<file path="config.mk">
export PLATFORM = sky130hd
export DESIGN_NAME = nt_candidate_gen_flat
export DESIGN_NICKNAME = d
export VERILOG_FILES = /design/src/rtl/nt_candidate_gen_if.sv /design/src/rtl/nt_candidate_gen.sv /design/src/flat_wrapper.sv
export SDC_FILE = /design/constraint.sdc
export NUM_CORES = 1
export LEC_CHECK = 0
export BUFFER_PORTS_ARGS = -buffer_cell sky130_fd_sc_hd__buf_2
export CAP_MARGIN = 20
export CORE_ASPECT_RATIO = 1.25
export CORE_MARGIN = 4
export CORE_UTILIZATION = 51
export DETAILED_ROUTE_END_ITERATION = 10
export GPL_TIMING_DRIVEN = 0
export PLACE_DENSITY_LB_ADDON = 0.15
export SYNTH_ARGS = -nofsm -noshare
export SYNTH_HDL_FRONTEND = slang
export SYNTH_SLANG_ARGS = --single-unit
</file>
<file path="constraint.sdc">
create_clock -name clk -period 12.69 [get_ports clk]
set_input_delay 2.538 -clock clk [delete_from_list [all_inputs] [get_ports clk]]
set_output_delay 2.538 -clock clk [all_outputs]
set_load 0.1 [all_outputs]
</file>
<file path="src/rtl/nt_candidate_gen_if.sv">
// Candidate stream bundle between the generator and the hash stage.
// Master presents a candidate; slave accepts it with cand_ready.
interface nt_candidate_gen_if #(
    parameter int MAX_LEN = 8
);
    logic                   cand_valid;
    logic                   cand_ready;
    logic [3:0]             cand_len;
    logic [8*MAX_LEN-1:0]   cand_chars;

    modport master (
        output cand_valid,
        output cand_len,
        output cand_chars,
        input  cand_ready
    );

    modport slave (
        input  cand_valid,
        input  cand_len,
        input  cand_chars,
        output cand_ready
    );
endinterface

</file>
<file path="src/rtl/nt_candidate_gen.sv">
// Odometer enumerator over the 62-symbol charset, MIN_LEN..MAX_LEN.
// Emits one candidate per handshake; every output is a flop.
module nt_candidate_gen #(
    parameter int MIN_LEN = 1,
    parameter int MAX_LEN = 8
) (
    input  logic clk,
    input  logic rst,
    input  logic start,
    input  logic abort,
    nt_candidate_gen_if.master cand,
    output logic busy,
    output logic done
);
    localparam logic [1:0] IDLE = 2'd0;
    localparam logic [1:0] RUN  = 2'd1;
    localparam logic [1:0] DONE = 2'd2;

    localparam logic [3:0] MIN_L = 4'(MIN_LEN);
    localparam logic [3:0] MAX_L = 4'(MAX_LEN);

    logic [1:0]           state;
    logic [1:0]           state_n;
    logic [3:0]           len;
    logic [3:0]           len_n;
    logic [5:0]           idx   [MAX_LEN];
    logic [5:0]           idx_n [MAX_LEN];
    logic [8*MAX_LEN-1:0] chars;
    logic [8*MAX_LEN-1:0] chars_n;
    logic                 valid;
    logic                 carry;

    function automatic logic [7:0] to_ascii(input logic [5:0] d);
        logic [7:0] w;
        w = {2'b00, d};
        if (d < 6'd10)
            return 8'h30 + w;
        else if (d < 6'd36)
            return 8'h57 + w;
        else
            return 8'h1d + w;
    endfunction

    always_comb begin
        state_n = state;
        len_n   = len;
        idx_n   = idx;
        carry   = 1'b0;
        if (abort) begin
            state_n = IDLE;
            len_n   = '0;
            for (int i = 0; i < MAX_LEN; i++)
                idx_n[i] = '0;
        end else begin
            case (state)
                RUN: begin
                    if (valid && cand.cand_ready) begin
                        carry = 1'b1;
                        for (int i = 0; i < MAX_LEN; i++) begin
                            if (carry && (4'(i) < len)) begin
                                if (idx[i] == 6'd61) begin
                                    idx_n[i] = '0;
                                end else begin
                                    idx_n[i] = idx[i] + 6'd1;
                                    carry    = 1'b0;
                                end
                            end
                        end
                        // Carry out of the top digit: grow or finish.
                        if (carry) begin
                            if (len == MAX_L) begin
                                state_n = DONE;
                                idx_n   = idx;
                            end else begin
                                len_n = len + 4'd1;
                            end
                        end
                    end
                end
                default: begin
                    if (start) begin
                        state_n = RUN;
                        len_n   = MIN_L;
                        for (int i = 0; i < MAX_LEN; i++)
                            idx_n[i] = '0;
                    end
                end
            endcase
        end
    end

    always_comb begin
        chars_n = '0;
        for (int i = 0; i < MAX_LEN; i++) begin
            if (4'(i) < len_n)
                chars_n[8*i +: 8] = to_ascii(idx_n[i]);
        end
    end

    always_ff @(posedge clk or posedge rst) begin
        if (rst) begin
            state <= IDLE;
            len   <= '0;
            chars <= '0;
            valid <= 1'b0;
            busy  <= 1'b0;
            done  <= 1'b0;
            for (int i = 0; i < MAX_LEN; i++)
                idx[i] <= '0;
        end else begin
            state <= state_n;
            len   <= len_n;
            chars <= chars_n;
            valid <= (state_n == RUN);
            busy  <= (state_n == RUN);
            done  <= (state_n == DONE);
            for (int i = 0; i < MAX_LEN; i++)
                idx[i] <= idx_n[i];
        end
    end

    assign cand.cand_valid = valid;
    assign cand.cand_len   = len;
    assign cand.cand_chars = chars;
endmodule
</file>
<file path="src/flat_wrapper.sv">
// flat-port wrapper written by rule: the top's interface ports become plain ports
module nt_candidate_gen_flat 
#(
    parameter int MIN_LEN = 1,
    parameter int MAX_LEN = 8
)
  (clk, rst, start, abort, busy, done, cand_cand_valid, cand_cand_len, cand_cand_chars, cand_cand_ready);
  nt_candidate_gen_if #(.MAX_LEN(MAX_LEN)) cand_i ();
  input  logic clk;
  input  logic rst;
  input  logic start;
  input  logic abort;
  output logic busy;
  output logic done;
  output wire logic [$bits(cand_i.cand_valid)-1:0] cand_cand_valid;
  output wire logic [$bits(cand_i.cand_len)-1:0] cand_cand_len;
  output wire logic [$bits(cand_i.cand_chars)-1:0] cand_cand_chars;
  input wire logic [$bits(cand_i.cand_ready)-1:0] cand_cand_ready;
  assign cand_cand_valid = cand_i.cand_valid;
  assign cand_cand_len = cand_i.cand_len;
  assign cand_cand_chars = cand_i.cand_chars;
  assign cand_i.cand_ready = cand_cand_ready;
  nt_candidate_gen #(.MIN_LEN(MIN_LEN), .MAX_LEN(MAX_LEN)) u_core (.clk(clk), .rst(rst), .start(start), .abort(abort), .cand(cand_i), .busy(busy), .done(done));
endmodule
</file>
# Word level (Yosys, flattened, before mapping)
# Index checks and enable logic that the tools add are counted.
[op_classes] n_addsub=33 n_lt_le_gt_ge=32 n_eq_ne=12 n_mux=98 n_reduce_logical=8
[ops] op="two-way mux 48 bit" n=6
[ops] op="two-way mux 8 bit" n=24
[ops] op="two-way mux 6 bit" n=16
[ops] op="adder 7 x 6 -> 8 bit (first input constant)" n=8
[ops] op="adder 5 x 6 -> 7 bit (first input constant)" n=8
[ops] op="adder 6 x 6 -> 7 bit (first input constant)" n=8
[ops] op="adder 6 x 1 -> 6 bit (second input constant)" n=8
[ops] op="equality test 6 bit (second input constant)" n=8
[ops] op="< comparator 6 x 4 -> 1 bit (second input constant)" n=8
[ops] op="< comparator 6 bit (second input constant)" n=8
[ops] op="two-way mux 1 bit" n=40
[ops] op="< comparator 3 x 4 -> 1 bit (first input constant)" n=8
[ops] op="two-way mux 4 bit" n=6
[ops] op="< comparator 1 x 4 -> 1 bit (first input constant)" n=4
[ops] op="< comparator 2 x 4 -> 1 bit (first input constant)" n=4
[ops] op="two-way mux 2 bit" n=6
[ops] op="logical AND 1 bit" n=8
[ops] op="adder 4 x 1 -> 4 bit (second input constant)" n=1
[ops] op="equality test 2 x 1 -> 1 bit (second input constant)" n=2
[ops] op="equality test 4 bit (second input constant)" n=1
[ops] op="equality test 2 bit (second input constant)" n=1
[totals] regBits=120 inputBits=5 output_inout_bits=71 elab_cells=196

# Longest topological paths before layout
[depth] word_depth=49 ltp_mapped=22

# Least setup slack after synthesis
# Ideal clock, no wire load.
[synth_timing] kind="in2reg" start="in cand_cand_ready" end="reg u_core.chars[45], in the netlist u_core.cand.cand_chars[45]" setup_time_ns=0.123 arrival_time_ns=5.928 t_required_ns=12.567 slack_ns=6.638 stages=16 path_cell_list="nand4b_1 clkbuf_1 nor2_1 o21ai_4 buf_6 o41ai_1 inv_1 ha_1 nor2b_1 o41ai_1 nor3_1 a311oi_1 nand4_1 a31oi_1 xnor2_1 a21boi_1"
[synth_rtl] element="from (decl)" line="flat_wrapper.sv:18" rtl="input wire logic [$bits(cand_i.cand_ready)-1:0] cand_cand_ready;"
[synth_rtl] element="to (signal assigned)" line="nt_candidate_gen.sv:113" rtl="chars <= chars_n;"
[synth_rtl] element="to (decl)" line="nt_candidate_gen.sv:28" rtl="logic [8*MAX_LEN-1:0] chars;"

==> results by group <==
Run status
  • Outcome: finished, final reports clean

Synth
  • Yosys Warn Count: 0
  • Synth Instances: 1008
  • Mapped Area: slightly above 9000 um^2
  • Main synth FF type: dfrtp_1
  • Seq/Total Area, Yosys: approximately a third
  • Fraction of registers with async set/reset: 100.0%
  • Syn Area/Cell: roughly 9.0 um^2
  • Synth Register Bits: 120
  • Post-synth EDFFs: 0
  • Post-synthesis cell type count: 110

Clock network
  • Post-CTS sizing: 0
  • Hold buffers post-CTS: 0
  • CTS tree: built
  • Max clock buf depth: 2
  • Clock Pin Slew Worst Setup and Hold Paths: ~50 ps
  • CTS root buf: clkbuf_16
  • Total CTS buffers: 17
  • Postcts setup bufs: 0
  • H-tree lvl count: 4
  • Clock Latency Late Sink: 430 ps
  • CTS sink count: 120

Routing
  • WL/cell: between 15 and 20 um
  • Via density: about 6.1
  • DRC viols: 0
  • Routed Antenna Nets: 0
  • Initial DRC Count: 650
  • Final wirelength: approximately 25 mm
  • Routed via count: between 8k and 9k
  • 1st-pass router iterations: 6

STA
  • Hold Violations, Final: 0
  • Slew Limit Fails: 0
  • Final setup margin: about 6200 ps
  • Hold WS: 646.0 ps
  • Setup violators final: 0
  • Fmax: between 150 and 200 MHz
  • Slew headroom: 36.07%
  • Slew @ Worst Pin: around 950 ps
  • Setup TNS Final: 0 ps
  • Fin crit period: between 6000 and 7000 ps
  • Final period util: between 50% and 60%
  • RSZ-0062 raised after global routing: false
  • Layout Skew: between 8 and 9 ps

Placed design
  • Port bufs: 74
  • Dpl cell area: 9759 um^2
  • Placed cell count: around 1.3k
  • Placer Congestion: around 0.93
  • Dpl ws: approximately 5600 ps
  • Dpl hpwl: approximately 18 mm

Critical path
  • Critical path arrival: 6750 ps
  • Critical Path Fanout Max: 10
  • Critical path startpoint category: input pin
  • Setup CP Type: input pin to flip-flop
  • CP required: 12950 ps
  • CP endpoint kind: flip-flop

Worst hold path
  • Hold crit path type: flip-flop to flip-flop

Global route
  • Largest net degree at the start of global routing: a little under 70
  • Gr usage total: 25.02%
  • Vias in the first global route: 7812
  • Initial antenna violation count: 0
  • Global route overflow: 0
  • Global-route wire length before repair: a little over 40 mm

Run
  • Max Cap Violations: 0

Power and ir drop
  • Pwr dens: 91.58 nW/um^2
  • VDD IR max: about 0.084 mV
  • Tot Pwr: 0.9480 mW
  • Lkg Pwr: roughly 4.7 nW

Finish
  • Final Non-Filler Cells: around 1.3k
  • Final Instance Area: 10350 um^2
  • Nets: around 1.2k
  • Multi-input gate area: between 5000 and 6000 um^2
  • Ant diodes: 0
  • FF/Latch Area: 3003 um^2
  • Core Util, Final: approximately three fifths
  • Layout cells sized above 1: 19.53%
  • Fill count: about 1.5k
  • Synth-to-layout area growth: 14.19%

Die
  • Chip Height: roughly 160 um
  • Initial Util: 52.00%
  • DIE WIDTH: approximately 130 um
  • Row count: 54
  • Die ar.: 19980 um^2
  • # IOs: 76
  • Total core area: around 17000 um^2
==> logic make-up (layout without fill, tap and decap cells) <==
family                   Yosys count  count (layout)  share of synthesized area [%]
AND/OR/NAND/NOR                  382             382                          23.13
AO/OA/AOI/OAI                    286             286                          25.31
flip-flops                       120             120                          33.13
buffers and inverters            117             224                          5.783
adder cells (fa/ha/maj)           58              58                          8.006
XOR/XNOR                          32              32                          3.092
multiplexers                      12              12                          1.504
other                              1               2                        0.04137
==> sequential cells by signal, summed over array words and instances (netlist names) <==
register                count
u_core.busy                 1
u_core.cand.cand_chars     64
u_core.cand.cand_len        4
u_core.done                 1
u_core.idx                 48
u_core.state                2
==> layout make-up <==
cell class	count	area share, %
plain buffers	43	2.369
clock buffers	22	4.484
clock inverters	8	1.185
inverters	74	2.744
multi-input cells	772	53.54
flip-flops and latches	120	29.01
well taps	224	2.708
repair buffers	77	3.965
==> worst max-delay path, cell delays in order <==
cell      delay (ps)
buf_2            110
nand4b_1         200
clkbuf_1         300
nor2_1           450
a21boi_0         820
o31a_1           250
o21ai_0           70
o31a_1           200
inv_1            120
ha_1             150
nor2b_1          220
o41ai_1          120
nor3_1           270
a311o_1          320
o22ai_1          120
a21boi_0         270
a21o_1           160
a21oi_1           60
==> worst paths after layout <==
kind / start / end / slack, ps / depth (start not counted)
setup / recovery: cand_cand_ready / u_core.cand.cand_chars[44] / 6210 / 18
hold / removal: u_core.idx[11] / u_core.idx[11] / 650 / 2
setup reg to reg: u_core.cand.cand_len[1] / u_core.cand.cand_chars[44] / 7470 / 22
hold reg to reg: u_core.idx[11] / u_core.idx[11] / 650 / 2
max in group asynchronous: rst / u_core.cand.cand_chars[13] / 9830 / 3
min in group asynchronous: rst / u_core.cand.cand_chars[5] / 2140 / 2
==> power breakdown <==
group | leakage [nW] | total, mW | switching (mW) | internal [mW]
Combinational | 2.71 | 0.0710 | 0.0558 | 0.0152
Sequential | 1.67 | 0.386 | 0.00157 | 0.385
Clock | 0.278 | 0.491 | 0.175 | 0.316
==> Yosys cell counts, types with 9 or more instances <==
master    count  area, um^2
o211ai_1     13       97.59
nand3_1      30       150.1
nor4_1       14       87.58
a21oi_1      50       250.2
o21ai_0      34       170.2
a21boi_0      9       67.56
nor2_1       94       352.8
a31oi_1      21       131.4
a311oi_1      9       78.83
inv_1        70       262.8
ha_1         58       725.7
clkbuf_1     19       71.32
dfrtp_1     120        3003
or3_1        16       100.1
o22ai_1      12       75.07
and2_1       15       93.84
nand2_1      72       270.3
xnor2_1      30       262.8
a211oi_1     12       90.09
nor3_1       38       190.2
and3_1        9       56.30
buf_2        13       65.06
nand4_1      19       118.9
a21oi_2      11       96.34
==> layer usage <==
| metal | vias up | track usage, % | part of all wire (%) |
|---|---|---|---|
| met5 | - | 0 | 0 |
| li1 | 3922 | - | - |
| met1 | 3937 | 31.47 | 43 |
| met3 | 54 | 4.515 | 5.2 |
| met4 | 0 | 11.09 | 3.3 |
| met2 | 247 | 42.15 | 49 |
==> placed cells by master, fill, tap and decap left out, drive strengths merged, types with 26 or more instances in the layout <==
cell    netlist  layout
dfrtp       120     120
buf          24     100
nor2         99      99
nand2        74      74
inv          73      73
a21oi        62      62
ha           58      58
o21ai        44      44
clkbuf       19      42
nor3         41      41
nand3        30      30
xnor2        30      30
a31oi        26      26
No activity file was read; power rests on OpenSTA's default activity.
